### src/rtl/pkg_dtypes.sv
// Shared front-end datatypes: issue-queue entry payload, EU count and dispatch FSM states.
package pkg_dtypes;

    localparam int unsigned LOG2_NUM_EXEC_UNITS = 2;
    localparam int unsigned NUM_EXEC_UNITS      = 1 << LOG2_NUM_EXEC_UNITS;
    localparam int unsigned CREDIT_W            = 8;

    typedef struct packed {
        logic [7:0] opcode;
        logic [5:0] dst;
        logic [5:0] src1;
        logic [5:0] src2;
        logic [7:0] imm;
    } type_iqueue_entry;

    typedef enum logic [1:0] {
        IDLE     = 2'd0,
        DISPATCH = 2'd1,
        HALT     = 2'd2
    } type_dispatch_ctrl_state;

endpackage

### src/rtl/eu_dispatch_alloc.sv
// Combinational lane-ordered credit allocator: grants pending lanes to EUs round-robin,
// stopping at the first pending lane that finds no EU with credit left.
module eu_dispatch_alloc
    import pkg_dtypes::*;
#(
    parameter int unsigned NUM_LANES = 4,
    parameter int unsigned CNT_W     = $clog2(NUM_LANES + 1)
) (
    input  logic [NUM_LANES-1:0]                          pending,
    input  logic [NUM_EXEC_UNITS-1:0][CREDIT_W-1:0]       credit,
    input  logic [LOG2_NUM_EXEC_UNITS-1:0]                rr_ptr,
    output logic [NUM_LANES-1:0]                          grant,
    output logic [NUM_LANES-1:0][LOG2_NUM_EXEC_UNITS-1:0] euidx,
    output logic [NUM_EXEC_UNITS-1:0][CNT_W-1:0]          eu_count,
    output logic [LOG2_NUM_EXEC_UNITS-1:0]                rr_next
);

    logic [NUM_EXEC_UNITS-1:0][CREDIT_W-1:0] avail;
    logic [LOG2_NUM_EXEC_UNITS-1:0]          start;
    logic [LOG2_NUM_EXEC_UNITS-1:0]          cand;
    logic [LOG2_NUM_EXEC_UNITS-1:0]          pick;
    logic                                    found;
    logic                                    blocked;

    // avail tracks credit left after earlier lanes of this same cycle
    always_comb begin
        grant    = '0;
        euidx    = '0;
        eu_count = '0;
        rr_next  = rr_ptr;
        avail    = credit;
        start    = rr_ptr;
        cand     = '0;
        pick     = '0;
        found    = 1'b0;
        blocked  = 1'b0;
        for (int unsigned i = 0; i < NUM_LANES; i++) begin
            found = 1'b0;
            pick  = '0;
            for (int unsigned k = 0; k < NUM_EXEC_UNITS; k++) begin
                cand = start + LOG2_NUM_EXEC_UNITS'(k);
                if (!found && (avail[cand] != '0)) begin
                    found = 1'b1;
                    pick  = cand;
                end
            end
            if (pending[i] && !blocked) begin
                if (found) begin
                    grant[i]        = 1'b1;
                    euidx[i]        = pick;
                    avail[pick]     = avail[pick] - CREDIT_W'(1);
                    eu_count[pick]  = eu_count[pick] + CNT_W'(1);
                    start           = pick + LOG2_NUM_EXEC_UNITS'(1);
                    rr_next         = start;
                end else begin
                    blocked = 1'b1;
                end
            end
        end
    end

endmodule

### src/rtl/eu_dispatch_ctrl.sv
// Dispatch scheduler: holds one rename batch and releases it lane-in-order to EU queues under credit control.
// Optional performance counters are built when EU_DISPATCH_PERF_CTR_EN is defined.
module eu_dispatch_ctrl
    import pkg_dtypes::*;
#(
    parameter int unsigned NUM_PARALLEL_INSTR_DISPATCHES = 4,
    parameter int unsigned EU_CREDITS                    = 16
) (
    input  logic                                                               clk,
    input  logic                                                               reset_n,
    input  type_iqueue_entry [NUM_PARALLEL_INSTR_DISPATCHES-1:0]               batch_instr_i,
    input  logic [NUM_PARALLEL_INSTR_DISPATCHES-1:0]                           batch_lane_valid_i,
    input  logic                                                               batch_valid_i,
    output logic                                                               batch_ready_o,
    input  logic                                                               flush_i,
    input  logic [NUM_EXEC_UNITS-1:0]                                          eu_issue_i,
    input  logic [NUM_EXEC_UNITS-1:0]                                          eu_full_i,
    output type_iqueue_entry [NUM_PARALLEL_INSTR_DISPATCHES-1:0]               dispatched_instr_o,
    output logic [NUM_PARALLEL_INSTR_DISPATCHES-1:0]                           dispatched_instr_valid_o,
    output logic [NUM_PARALLEL_INSTR_DISPATCHES-1:0][LOG2_NUM_EXEC_UNITS-1:0]  dispatched_instr_alloc_euidx_o,
`ifdef EU_DISPATCH_PERF_CTR_EN
    output logic                                                               overflow_err_o,
    output logic [31:0]                                                        perf_stall_cycles_o,
    output logic [31:0]                                                        perf_dispatched_o
`else
    output logic                                                               overflow_err_o
`endif
);

    localparam int unsigned N     = NUM_PARALLEL_INSTR_DISPATCHES;
    localparam int unsigned CNT_W = $clog2(N + 1);
    localparam logic [CREDIT_W-1:0] CREDIT_INIT = CREDIT_W'(EU_CREDITS);

    type_dispatch_ctrl_state state, state_next;
    logic [N-1:0]                            pending, pending_next;
    type_iqueue_entry [N-1:0]                batch, batch_next;
    logic [LOG2_NUM_EXEC_UNITS-1:0]          rr_ptr, rr_ptr_next, rr_alloc;
    logic [NUM_EXEC_UNITS-1:0][CREDIT_W-1:0] credit, credit_next;
    logic [N-1:0]                            grant;
    logic [N-1:0][LOG2_NUM_EXEC_UNITS-1:0]   alloc_euidx;
    logic [NUM_EXEC_UNITS-1:0][CNT_W-1:0]    eu_count;
    logic                                    dispatch_en;
    logic                                    all_grant;
    logic                                    accept;
    logic                                    err_set;

    eu_dispatch_alloc #(
        .NUM_LANES (N),
        .CNT_W     (CNT_W)
    ) u_alloc (
        .pending  (pending),
        .credit   (credit),
        .rr_ptr   (rr_ptr),
        .grant    (grant),
        .euidx    (alloc_euidx),
        .eu_count (eu_count),
        .rr_next  (rr_alloc)
    );

    // flush suppresses this cycle's grants so credits only see eu_issue_i
    assign dispatch_en = (state == DISPATCH) && !flush_i;
    assign all_grant   = (grant == pending);
    assign accept      = batch_valid_i && batch_ready_o;

    always_ff @(posedge clk or negedge reset_n) begin
        if (!reset_n) begin
            state          <= IDLE;
            pending        <= '0;
            batch          <= '0;
            rr_ptr         <= '0;
            credit         <= {NUM_EXEC_UNITS{CREDIT_INIT}};
            overflow_err_o <= 1'b0;
        end else begin
            state          <= state_next;
            pending        <= pending_next;
            batch          <= batch_next;
            rr_ptr         <= rr_ptr_next;
            credit         <= credit_next;
            overflow_err_o <= overflow_err_o | err_set;
        end
    end

    // Next state plus credit/pending bookkeeping; HALT freezes everything until reset
    always_comb begin
        state_next   = state;
        pending_next = pending;
        batch_next   = batch;
        rr_ptr_next  = rr_ptr;
        credit_next  = credit;
        err_set      = 1'b0;
        if (state != HALT) begin
            for (int unsigned e = 0; e < NUM_EXEC_UNITS; e++) begin
                if (eu_issue_i[e] && (credit[e] == CREDIT_INIT) && !(dispatch_en && (eu_count[e] != '0))) begin
                    err_set = 1'b1;
                end else begin
                    credit_next[e] = credit[e]
                                   - (dispatch_en ? CREDIT_W'(eu_count[e]) : CREDIT_W'(0))
                                   + CREDIT_W'(eu_issue_i[e]);
                end
                if (eu_full_i[e] && dispatch_en && (eu_count[e] != '0)) begin
                    err_set = 1'b1;
                end
            end
            if (dispatch_en && (grant != '0)) begin
                rr_ptr_next = rr_alloc;
            end
            if (err_set) begin
                state_next = HALT;
            end else if (flush_i) begin
                pending_next = '0;
                state_next   = IDLE;
            end else begin
                if (state == DISPATCH) begin
                    pending_next = pending & ~grant;
                end
                if (accept) begin
                    batch_next   = batch_instr_i;
                    pending_next = batch_lane_valid_i;
                end
                state_next = (pending_next != '0) ? DISPATCH : IDLE;
            end
        end
    end

    // Bus and handshake decode from registered state
    always_comb begin
        batch_ready_o                  = 1'b0;
        dispatched_instr_o             = '0;
        dispatched_instr_valid_o       = '0;
        dispatched_instr_alloc_euidx_o = '0;
        case (state)
            IDLE:     batch_ready_o = !flush_i;
            DISPATCH: batch_ready_o = !flush_i && all_grant;
            default:  batch_ready_o = 1'b0;
        endcase
        for (int unsigned l = 0; l < N; l++) begin
            if (dispatch_en && grant[l]) begin
                dispatched_instr_valid_o[l]       = 1'b1;
                dispatched_instr_o[l]             = batch[l];
                dispatched_instr_alloc_euidx_o[l] = alloc_euidx[l];
            end
        end
    end

`ifdef EU_DISPATCH_PERF_CTR_EN
    always_ff @(posedge clk or negedge reset_n) begin
        if (!reset_n) begin
            perf_stall_cycles_o <= '0;
            perf_dispatched_o   <= '0;
        end else begin
            if ((state == DISPATCH) && (pending != '0) && (dispatched_instr_valid_o == '0)) begin
                perf_stall_cycles_o <= perf_stall_cycles_o + 32'd1;
            end
            perf_dispatched_o <= perf_dispatched_o + 32'($countones(dispatched_instr_valid_o));
        end
    end
`endif

endmodule

### config.mk
export PLATFORM = sky130hd
export DESIGN_NAME = eu_dispatch_ctrl
export DESIGN_NICKNAME = d
export VERILOG_FILES = /design/src/rtl/pkg_dtypes.sv /design/src/rtl/eu_dispatch_alloc.sv /design/src/rtl/eu_dispatch_ctrl.sv
export SDC_FILE = /design/constraint.sdc
export NUM_CORES = 1
export LEC_CHECK = 0
export ABC_AREA = 1
export CELL_PAD_IN_SITES_DETAIL_PLACEMENT = 1
export CELL_PAD_IN_SITES_GLOBAL_PLACEMENT = 1
export CORE_MARGIN = 3
export CORE_UTILIZATION = 25
export DETAILED_ROUTE_END_ITERATION = 7
export PLACE_DENSITY = 0.65
export SYNTH_ARGS = -nofsm -noshare
export SYNTH_HDL_FRONTEND = slang
export SYNTH_SLANG_ARGS = --single-unit
### constraint.sdc
create_clock -name clk -period 15.4 [get_ports clk]
set_input_delay 3.08 -clock clk [delete_from_list [all_inputs] [get_ports clk]]
set_output_delay 3.08 -clock clk [all_outputs]
set_load 0.05 [all_outputs]
# Yosys cells after proc, flatten, opt, wreduce, memory -nomap -nowiden
# Cells that the tools add are included.
[totals]
ff_bits = 177
latch_bits = 0
ram_bits = 0
romBits = 0
inputBits = 152
memories = 0
[classes]
addsub = 31
multipliers = 0
div_mod_pow = 0
magnitude_cmp = 24
n_eq_ne = 7
n_shift = 0
mux = 178
bitwise_logic = 10
n_reduce_logical = 97
[op_table]
columns = ["op", "n"]
rows = [
  ["binary-select mux 8 bit (select 2 bit)", 19],
  ["two-way mux 32 bit", 6],
  ["two-way mux 8 bit", 22],
  ["two-way mux 34 bit", 4],
  ["nonzero test 8 bit", 16],
  ["bitwise mux 32 bit", 3],
  ["two-way mux 12 bit", 8],
  ["two-way mux 2 bit", 37],
  ["less-than comparator 2 x 3 -> 1 bit, second input constant", 20],
  ["demux 8 bit (select 2 bit)", 3],
  ["logical AND 1 bit", 47],
  ["two-way mux 1 bit", 46],
  ["bitwise mux 12 bit", 3],
  ["two-way mux 3 bit", 12],
  ["adder 8 x 1 -> 8 bit", 4],
  ["equality test 8 x 5 -> 1 bit, second input constant", 4],
  ["subtractor 8 x 3 -> 8 bit", 4],
  ["binary-select mux 3 bit (select 2 bit)", 4],
  ["demux 3 bit (select 2 bit)", 4],
  ["two-way mux 4 bit", 6],
  ["subtractor 8 x 1 -> 8 bit, second input constant", 3],
  ["zero test 1 bit", 20],
  ["adder 2 x 1 -> 2 bit, second input constant", 8],
  ["adder 2 bit, second input constant", 8],
  ["other kinds (16)", 36],
]

# Longest topological paths before layout
[depth]
depth_word = 99
depth_mapped = 103
mapped_depth_nobuf = 100

# Cells and area by module
# Synthesis repeated with hierarchy kept, for this count alone.
[hier_totals]
cells_unflattened = 3034
hier_area_um2 = 17914.7
[modules_own_cells]
columns = ["module", "instances", "cells_each", "area_each_um2"]
rows = [
  ["eu_dispatch_ctrl", 1, 1387, 10054.6],
  ["eu_dispatch_alloc", 1, 1647, 7860.0],
]

# Worst setup path after synthesis
# Ideal clock, no wire load.
[synth_path]
path_kind = "reg-to-output"
start = "register rr_ptr[0]"
end = "output dispatched_instr_o[105] in the netlist's numbering"
t_arrival_ps = 9144
required_time_ps = 12320
slack_ps = 3176
stages_incl_launch_ff = 67
path_buffers = 8
path_cell_list = "dfrtp_1 buf_4 buf_6 o21ai_1 nand2_1 nor2_1 nor2_4 nor2_8 nand4_4 buf_2 nand3_1 nand3_1 nand2_2 ha_1 inv_1 nor2_4 nand2_2 nand2_2 (+31 left out) buf_6 buf_6 inv_2 ha_1 o21ai_1 inv_1 xor2_1 inv_1 nand2_1 nor2_1 nand2_1 nand2_1 nand4_4 nand2_2 nor2_1 inv_2 buf_1 nor2_1"
[synth_rtl]
columns = ["element", "line_no", "rtl"]
rows = [
  ["start: declaration", "eu_dispatch_ctrl.sv:37", "logic [LOG2_NUM_EXEC_UNITS-1:0] rr_ptr, rr_ptr_next, rr_alloc;"],
  ["start signal: assignment", "eu_dispatch_ctrl.sv:77", "rr_ptr <= rr_ptr_next;"],
  ["end: declaration", "eu_dispatch_ctrl.sv:18", "output type_iqueue_entry [NUM_PARALLEL_INSTR_DISPATCHES-1:0] dispatched_instr_o,"],
]

==> results.json <==
{
  "status": "finished, final reports clean",
  "ant_nets": 0,
  "hold_path_class": "reg2reg",
  "cts.hold.buffers_added": 0,
  "grtUsageMet2_pct": 32.2,
  "seq_area_frac_synth_pct": 25.1,
  "crit_slowest_cell": "dfrtp_1",
  "syn2layout_area_growth_pct": 22.9,
  "dieArea_mm2": 0.0740,
  "synth-edff-count": 0,
  "crit_start": "rr_ptr[0]",
  "finalSetupTns_ns": 0,
  "std_cell_rows": 96,
  "met3_usage_pct": 5.21,
  "antenna_found_initial": 14,
  "drtIter0Drc": 1072,
  "period_share_pct": 93.4,
  "hp-start": "batch[26]",
  "drive_above_1_share_pct": 13.8,
  "path_common_cell": "nand2_1",
  "max_freq_mhz": 69.6,
  "cp_data_required_time_ns": 12.32,
  "min_period_ns": 14.38,
  "total_power_w": 0.00121,
  "rsz0062_at_grt": "no",
  "num-fill-cells": 8893,
  "postRouteWirelength_mm": 73.8,
  "die_x_um": 272,
  "synth_area_mm2": 0.0177,
  "synth-seq-cells": 177,
  "cts_buffers": 17,
  "synth-compound-area-share_pct": 6.05,
  "vias_per_cell": 4.68,
  "synth_fp_nets": 2922,
  "cap_violations": 0,
  "cts_root_buffer": "clkbuf_16",
  "grt_pass1_wl_mm": 114,
  "synth_top_family_by_area": "simple AND/OR/NAND/NOR gates",
  "cts_max_path_buffers": 2,
  "critical_path_class": "reg2out",
  "use_met1_pct": 25.7,
  "grt_most_used_layer": "met2",
  "timing.rr.start": "rr_ptr[0]",
  "endpoint_kind": "output port",
  "grt.overflow.total": 0,
  "syn_area_per_cell_um2": 6.56,
  "grt_pass1_vias": 18800,
  "cp_max_fo": 35,
  "drv_slew": 0,
  "synthAdderAreaFrac_pct": 5.26,
  "grt.total_usage_pct": 19.7,
  "maxSlewHeadroom_pct": 37.6,
  "design.core.area_mm2": 0.0693,
  "max_stage_delay_ns": 0.40,
  "start_kind": "register",
  "fin_nets": 3159,
  "drtPass1Iterations": 5,
  "setup_viol": 0,
  "ys_async_sr_fraction_pct": 100,
  "synth_mux_area_share_pct": 0.403,
  "insertion_delay_ns": 0.46,
  "synth_top_cell_by_area": "dfrtp_1",
  "grt_max_degree": 137,
  "synth.distinct_cells": 59,
  "yosys.area_share.simple_pct": 48.0,
  "finalWeightedCongestion": 0.902,
  "yosys-top-cells-area": "dfrtp_1 (24%), nand2_1 (18%), nand3_1 (8.6%), nand3_2 (7.1%), inv_1 (7.0%)",
  "p_leak_nw": 10.6,
  "peakVddDrop_mv": 0.0622,
  "seqCellArea_mm2": 0.00443,
  "cp.arrival_ns": 11.30,
  "power-per-cell-area_mw_per_mm2": 55.7,
  "fin_util_pct": 31.4,
  "hpwl_mm": 58.0,
  "synth_ff_type": "dfrtp_1",
  "whs_ns": 0.480,
  "multiInputGateArea_mm2": 0.0108,
  "skew_ns": 0.0189,
  "clkTransAtPathRegs_ns": 0.07,
  "synth_xor_area_share_pct": 1.19,
  "start_util_pct": 25.5,
  "yosys_warnings": 0,
  "cts.htree.levels": 4,
  "cts_tree": "yes",
  "cts.sinks": 177,
  "via_count": 18200,
  "drc": 0,
  "synth_top_area_share_pct": 24.5,
  "hold_viol": 0,
  "ios": 302,
  "portBuffers": 301,
  "wl_per_cell_um": 19.0,
  "synthCells": 2698,
  "tightest_slew_ns": 0.936,
  "die_h_um": 272
}
per-stage QoR:
stage,area [um2],setup slack [ns],instances
after floorplan,17700,3.18,2698
after global placement,21000,0.272,3845
after detailed placement,21000,0.324,3845
after CTS,21600,0.0496,3876
after global routing,21700,0.0951,3881
final,21800,1.02,3885
Yosys cell counts, types with 8 or more instances:
cell / instances
o21ai_0: 78
nand3_2: 126
nor2_4: 12
dfrtp_1: 173
buf_2: 9
nand3b_1: 8
nand2_4: 19
a21oi_1: 52
nor2_1: 287
inv_1: 329
nor2_2: 20
o21ai_2: 10
xnor2_1: 8
buf_4: 17
nand3_1: 305
clkbuf_1: 8
nand2_1: 827
ha_1: 68
inv_2: 36
nand2_2: 92
nand4_1: 28
buf_12: 11
buf_6: 33
o21ai_1: 30
buf_1: 12
clkbuf_8: 10
xor2_1: 16
state kept, by name, summed over array words and instances (netlist names):
register	count
state	2
rr_ptr	2
overflow_err_o	1
pending	4
credit	32
batch	136
final timing paths:
path                                                      to  slack [ns]  cells past startpoint
setup / recovery           dispatched_instr_alloc_euidx_o[6]        1.02                     67
hold / removal                                     batch[26]        0.48                      2
setup reg to reg                                   credit[7]        2.21                     84
hold reg to reg                                    batch[26]        0.48                      2
max in group asynchronous                          batch[30]       11.48                      2
min in group asynchronous                           batch[1]        2.61                      1
cell families after synthesis:
kind of cell | Yosys count
AOI/OAI and AO/OA | 192
xor gates and xnor gates | 24
adders and majority gates | 72
buffers and inverters | 482
DFF | 177
muxes | 7
and+or+nand+nor | 1744
metal layers:
layer	vias to the layer above	part of all wire [%]	wire length [um]
li1	8952	-	-
met1	8741	45	33500
met2	395	46	33700
met3	81	6.5	4760
met4	14	2.3	1730
met5	-	0.13	93
power by group:
group          switching [W]  internal (W)  leakage [nW]
clock               0.000217      0.000242         0.277
sequential        0.00000613      0.000474          2.38
combinational       0.000174     0.0000977          7.99
total               0.000397      0.000814          10.6
layout make-up:
type,instances,share of cell area [%]
Clock inverter,13,0.690
Sequential cell,177,20.4
Clock buffer,18,1.97
Inverter,375,6.56
Timing Repair Buffer,325,15.1
Tap cell,931,5.36
Multi-Input combinational cell,2039,49.8
Antenna cell,7,0.0805
layout by cell type (no fill, tap or decap), types with 21 or more instances in the layout:
cell type / instances
ha_1: 68
clkdlybuf4s50_1: 263
dlymetal6s2s_1: 32
nand2_2: 94
inv_2: 34
buf_4: 23
nor2_1: 286
nand3_1: 305
inv_1: 328
nor2_2: 21
o21ai_0: 76
dfrtp_1: 173
nand2_1: 825
nand3_2: 126
a21oi_1: 50
o21ai_1: 30
nand4_1: 28
critical path: cells and delay by family (launching register included):
| kind | cells | cell delay, ns |
|---|---|---|
| AOI/OAI and AO/OA | 2 | 0.63 |
| and+or+nand+nor | 50 | 7.25 |
| buffers and inverters | 12 | 1.88 |
| DFF | 1 | 0.40 |
| adders and majority gates | 3 | 0.62 |
repair_timing:
action	in CTS	in global routing
endpoints found under the hold margin	0	0
endpoints found under the setup margin	35	38
pin swaps	0	1
setup buffers	0	2
gates resized for setup	2	59
No activity file was read; power rests on OpenSTA's default activity.
